## src/rtl/traffic_ctrl_pkg.sv

```systemverilog
// Shared types and constants for the two-road traffic light controller.
package traffic_ctrl_pkg;

    localparam int unsigned REMAIN_W = 6;

    localparam logic [2:0] LAMP_R = 3'b100;
    localparam logic [2:0] LAMP_Y = 3'b010;
    localparam logic [2:0] LAMP_G = 3'b001;

    typedef enum logic [2:0] {
        ST_MG  = 3'd0,
        ST_MY  = 3'd1,
        ST_AR1 = 3'd2,
        ST_SG  = 3'd3,
        ST_SY  = 3'd4,
        ST_AR2 = 3'd5,
        ST_EMR = 3'd6
    } state_t;

    // {main, side} lamps for a state; unknown encodings show all red.
    function automatic logic [5:0] lamp_pair(input state_t s);
        case (s)
            ST_MG:   lamp_pair = {LAMP_G, LAMP_R};
            ST_MY:   lamp_pair = {LAMP_Y, LAMP_R};
            ST_SG:   lamp_pair = {LAMP_R, LAMP_G};
            ST_SY:   lamp_pair = {LAMP_R, LAMP_Y};
            default: lamp_pair = {LAMP_R, LAMP_R};
        endcase
    endfunction

endpackage

```

## src/rtl/traffic_ctrl_phase_cnt.sv

```systemverilog
// Tick-driven loadable down-counter; load wins over decrement, never goes below 1.
module phase_cnt #(
    parameter int unsigned W       = 6,
    parameter int unsigned RST_VAL = 1
) (
    input  logic         clk,
    input  logic         rst,
    input  logic         i_load,
    input  logic [W-1:0] i_load_val,
    input  logic         i_dec,
    output logic [W-1:0] o_cnt,
    output logic         o_last_c
);

    logic [W-1:0] r_cnt;

    always_ff @(posedge clk or posedge rst) begin
        if (rst) begin
            r_cnt <= W'(RST_VAL);
        end else if (i_load) begin
            r_cnt <= i_load_val;
        end else if (i_dec && (r_cnt > W'(1))) begin
            r_cnt <= r_cnt - W'(1);
        end
    end

    assign o_cnt    = r_cnt;
    assign o_last_c = (r_cnt == W'(1));

endmodule

```

## src/rtl/traffic_ctrl.sv

```systemverilog
// Main/side road traffic light sequencer with emergency all-red hold.
module traffic_ctrl
    import traffic_ctrl_pkg::*;
#(
    parameter int unsigned T_MG = 30,
    parameter int unsigned T_MY = 3,
    parameter int unsigned T_SG = 20,
    parameter int unsigned T_SY = 3,
    parameter int unsigned T_AR = 2
) (
    input  logic                clk,
    input  logic                rst,
    input  logic                tick,
    input  logic                emerg,
    output logic [2:0]          main_ryg,
    output logic [2:0]          side_ryg,
    output logic [REMAIN_W-1:0] remain
);

    localparam logic [REMAIN_W-1:0] L_MG = REMAIN_W'(T_MG);
    localparam logic [REMAIN_W-1:0] L_MY = REMAIN_W'(T_MY);
    localparam logic [REMAIN_W-1:0] L_SG = REMAIN_W'(T_SG);
    localparam logic [REMAIN_W-1:0] L_SY = REMAIN_W'(T_SY);
    localparam logic [REMAIN_W-1:0] L_AR = REMAIN_W'(T_AR);

    state_t              r_state;
    state_t              w_state_nxt;
    state_t              w_seq_nxt;
    logic [REMAIN_W-1:0] w_seq_dur;
    logic                w_timed;
    logic                w_load;
    logic [REMAIN_W-1:0] w_load_val;
    logic                w_dec;
    logic                w_last_c;
    logic [2:0]          r_main_ryg;
    logic [2:0]          r_side_ryg;

    phase_cnt #(
        .W       (REMAIN_W),
        .RST_VAL (T_MG)
    ) u_cnt (
        .clk        (clk),
        .rst        (rst),
        .i_load     (w_load),
        .i_load_val (w_load_val),
        .i_dec      (w_dec),
        .o_cnt      (remain),
        .o_last_c   (w_last_c)
    );

    always_ff @(posedge clk or posedge rst) begin
        if (rst) begin
            r_state    <= ST_MG;
            r_main_ryg <= LAMP_G;
            r_side_ryg <= LAMP_R;
        end else begin
            r_state                  <= w_state_nxt;
            {r_main_ryg, r_side_ryg} <= lamp_pair(w_state_nxt);
        end
    end

    // Successor and its duration for each timed phase of the normal cycle.
    always_comb begin
        w_seq_nxt = ST_MG;
        w_seq_dur = L_MG;
        w_timed   = 1'b1;
        case (r_state)
            ST_MG:   begin w_seq_nxt = ST_MY;  w_seq_dur = L_MY; end
            ST_MY:   begin w_seq_nxt = ST_AR1; w_seq_dur = L_AR; end
            ST_AR1:  begin w_seq_nxt = ST_SG;  w_seq_dur = L_SG; end
            ST_SG:   begin w_seq_nxt = ST_SY;  w_seq_dur = L_SY; end
            ST_SY:   begin w_seq_nxt = ST_AR2; w_seq_dur = L_AR; end
            ST_AR2:  begin w_seq_nxt = ST_MG;  w_seq_dur = L_MG; end
            default: w_timed = 1'b0;
        endcase
    end

    // Emergency entry takes priority over any tick in the same cycle.
    always_comb begin
        w_state_nxt = r_state;
        w_load      = 1'b0;
        w_load_val  = '0;
        w_dec       = 1'b0;
        if (emerg && (r_state != ST_EMR)) begin
            w_state_nxt = ST_EMR;
            w_load      = 1'b1;
        end else if (r_state == ST_EMR) begin
            if (!emerg) begin
                w_state_nxt = ST_AR2;
                w_load      = 1'b1;
                w_load_val  = L_AR;
            end
        end else if (!w_timed) begin
            w_state_nxt = ST_MG;
            w_load      = 1'b1;
            w_load_val  = L_MG;
        end else if (tick) begin
            if (w_last_c) begin
                w_state_nxt = w_seq_nxt;
                w_load      = 1'b1;
                w_load_val  = w_seq_dur;
            end else begin
                w_dec = 1'b1;
            end
        end
    end

    assign main_ryg = r_main_ryg;
    assign side_ryg = r_side_ryg;

endmodule

```

## config.mk

```make
export PLATFORM = sky130hd
export DESIGN_NAME = traffic_ctrl
export DESIGN_NICKNAME = d
export VERILOG_FILES = /design/src/rtl/traffic_ctrl_pkg.sv /design/src/rtl/traffic_ctrl_phase_cnt.sv /design/src/rtl/traffic_ctrl.sv
export SDC_FILE = /design/constraint.sdc
export NUM_CORES = 1
export LEC_CHECK = 0
export ABC_CLOCK_PERIOD_IN_PS = 2350
export CORE_MARGIN = 3
export CORE_UTILIZATION = 51
export DETAILED_ROUTE_END_ITERATION = 10
export PLACE_DENSITY = 0.77
export SYNTH_ARGS = -nofsm -noshare
export SYNTH_HDL_FRONTEND = slang
export SYNTH_SLANG_ARGS = --single-unit
```

## constraint.sdc

```tcl
create_clock -name clk -period 2.35 [get_ports clk]
set_input_delay 0.47 -clock clk [delete_from_list [all_inputs] [get_ports clk]]
set_output_delay 0.47 -clock clk [all_outputs]
set_load 0.005 [all_outputs]
```

==> metrics.md <==
| Metric | Value |
|---|---|
| Multi-input logic area | 469 um2 |
| MaxCap Viol Count | 0 |
| GRT Total Usage | 19.3% |
| Nets | 115 |
| Leakage | 0.000443 uW |
| Post-Syn Area | 908 um2 |
| Worst-margin pin slew | 0.534 ns |
| Synth Net Count | 99 |
| CTS buffer count | 3 |
| Post-CTS resize count | 0 |
| Initial antenna violation count | 0 |
| H-Tree Depth | 1 |
| Core area | 1590 um2 |
| CTS tree | yes |
| Share of layout cells above drive strength 1 | 13.9% |
| Yosys cell types | 39 |
| Fillers | 133 |
| Worst rel slew slack | 64.4% |
| Skew final | 0.00555 ns |
| Final ANT Viol Nets | 0 |
| RSZ-0062 raised after global routing | no |
| Cell count after synthesis | 93 |
| Pwr dens | 964 nW/um2 |
| First-pass GRT wire length | 2.98 mm |
| PortBufs | 15 |
| Ys flop type | dfrtp_1 |
| Per-cell routed wire length | 14.3 um |
| Reg2Reg Depth | 5 |
| Peak supply drop | 0.582 mV |
| Row count | 14 |
| Clock Pin Slew Worst Setup and Hold Paths | 0.09 ns |
| Clk Latency, worst-skew pair | 0.28 ns |
| Outcome | finished clean |
| Vias in the first global route | 640 |
| Max Clock Freq | 483 MHz |
| CTS Root Cell | clkbuf_4 |
| Setup TNS | 0 ns |
| GP Congestion | 0.842 |
| Layout area overhead | 19.4% |
| 1st-iter DRT viols | 21 |
| Die width | 48.2 um |
| DRC viols | 0 |
| Mean Syn Cell Area | 9.77 um2 |
| Largest net degree at the start of global routing | 16 |
| Arrival @ worst endpoint | 2.30 ns |
| Ant. Diodes | 0 |
| Post-CTS Setup Inserts | 0 |
| Startpoint types | flip-flop |
| Total iterations of the first detailed-routing run | 4 |
| Setup Viol. Count Final | 0 |
| Vias/cell | 5.58 |
| Initial Utilization | 57.0% |
| Maximum root-to-sink buffer count | 2 |
| Tmin final | 2.07 ns |
| Worst setup path category | flip-flop to flip-flop |
| Die ar. | 2320 um2 |
| Max Slew Vio Count | 0 |
| WP data required | 2.58 ns |
| Post-CTS Hold Buffers | 0 |
| Dpl cells | 128 |
| Final WL | 1.88 mm |
| FFs w/ async S/R, synth | 100% |
| Register area | 383 um2 |
| # IOs | 16 |
| CTS sink count | 15 |
| Vias | 736 |
| Hold Path Class | input port to async pin |
| Die H | 48.2 um |
| Yosys warnings | 0 |
| Post-synthesis register bit count | 15 |
| Crit end category | flip-flop |
| Hpwl dp | 1.39 mm |
| Crit-path max FO | 6 |
| Finished Layout Cells | 132 |
| Final Hold Vio Count | 0 |
| Total gr overflow | 0 |
| Final Cycle Share | 88.1% |
| Post-synthesis sequential area ratio | 42.1% |
| EDFF count, synth | 0 |
-- flip-flops by register name (all words and copies together), names as in the netlist --
signal and count:
side_ryg 3, u_cnt.o_cnt 6, main_ryg 3, r_state 3
-- cell type report --
type / count / share of cell area [%]
Tap cell: 24 / 2.77
Multi-Input combinational cell: 68 / 43.3
Clock buffer: 4 / 2.42
Timing Repair Buffer: 16 / 14.5
Inverter: 5 / 1.73
Sequential cell: 15 / 35.3
-- path summary, 6_finish.rpt --
check,startpoint,to,slack [ns]
max,u_cnt.o_cnt[3]$_DFFE_PP1P_,u_cnt.o_cnt[4]$_DFFE_PP1P_,0.28
min,rst,u_cnt.o_cnt[0]$_DFFE_PP0P_,0.53
max reg2reg,u_cnt.o_cnt[3]$_DFFE_PP1P_,u_cnt.o_cnt[4]$_DFFE_PP1P_,0.28
min reg2reg,u_cnt.o_cnt[3]$_DFFE_PP1P_,u_cnt.o_cnt[3]$_DFFE_PP1P_,0.54
max in group asynchronous,rst,side_ryg[2]$_DFF_PP1_,1.45
min in group clk,u_cnt.o_cnt[3]$_DFFE_PP1P_,u_cnt.o_cnt[3]$_DFFE_PP1P_,0.54
-- layout by cell type (no fill, tap or decap), types with 2 or more instances in the layout --
cell type,count
ha_1,2
dfstp_2,6
nand2b_1,2
nor3_1,4
xnor2_1,5
dfrtp_1,9
clkbuf_4,3
o21a_1,2
o31ai_1,2
clkdlybuf4s50_1,15
nor2_1,8
nor4_1,2
nand2_1,5
o2bb2ai_1,2
a21oi_1,6
nor2b_1,2
o21ai_0,6
inv_1,5
-- power by group --
| part | switching (uW) | internal (uW) | leakage [uW] |
|---|---|---|---|
| Combinational | 251 | 229 | 0.000253 |
| Clock | 79.4 | 65.9 | 0.0000150 |
| Sequential | 81.2 | 339 | 0.000175 |
| Total | 411 | 634 | 0.000443 |
-- metrics by stage --
step	power (uW)	hold WS (ns)	util [%]	setup slack, ns	cell area (um2)
after global placement	891	0.524	66.4	0.292	1060
final	1050	0.529	68.1	0.279	1080
after CTS	1050	0.535	68.1	0.275	1080
after floorplan	763	0.367	-	0.464	908
after global routing	1120	0.553	68.1	0.176	1080
after detailed placement	899	0.522	66.4	0.230	1060
-- kinds of logic (layout without fill, tap and decap cells) --
family	Yosys count	count (layout)	share of synthesized area (%)
AO/OA/AOI/OAI	30	30	24.8
XOR/XNOR	6	6	5.79
adder cells (fa/ha/maj)	2	2	2.75
buffers and inverters	10	25	6.20
flip-flops	15	15	42.1
AND/OR/NAND/NOR	30	30	18.3
-- worst max-delay path, stage by stage, from the launching register on --
cell     delay [ns]
dfstp_2        0.39
or4_1          0.73
o211a_4        0.34
and4_1         0.21
o31ai_2        0.20
o21a_1         0.14
-- metal layers --
layer	GRT usage, %	vias up	routed length (um)
met5	0	-	0
met4	12.9	0	50
met3	3.32	4	110
met2	26.8	25	801
met1	27.0	340	918
li1	-	367	-
-- cells in the mapped netlist (all sizes together) (2+ instances only) --
library cell | count | area [um2]
dfrtp | 9 | 225
nor2 | 9 | 50.1
a21oi | 6 | 30.0
dfstp | 6 | 158
o21ai | 6 | 30.0
inv | 5 | 18.8
nand2 | 5 | 18.8
xnor2 | 5 | 43.8
nor3 | 4 | 20.0
buf | 3 | 30.0
o31ai | 3 | 27.5
clkbuf | 2 | 7.51
ha | 2 | 25.0
nand2b | 2 | 12.5
nor2b | 2 | 12.5
nor4 | 2 | 12.5
o21a | 2 | 15.0
o2bb2ai | 2 | 17.5
Note: power is estimated with default switching activity, not from simulation.
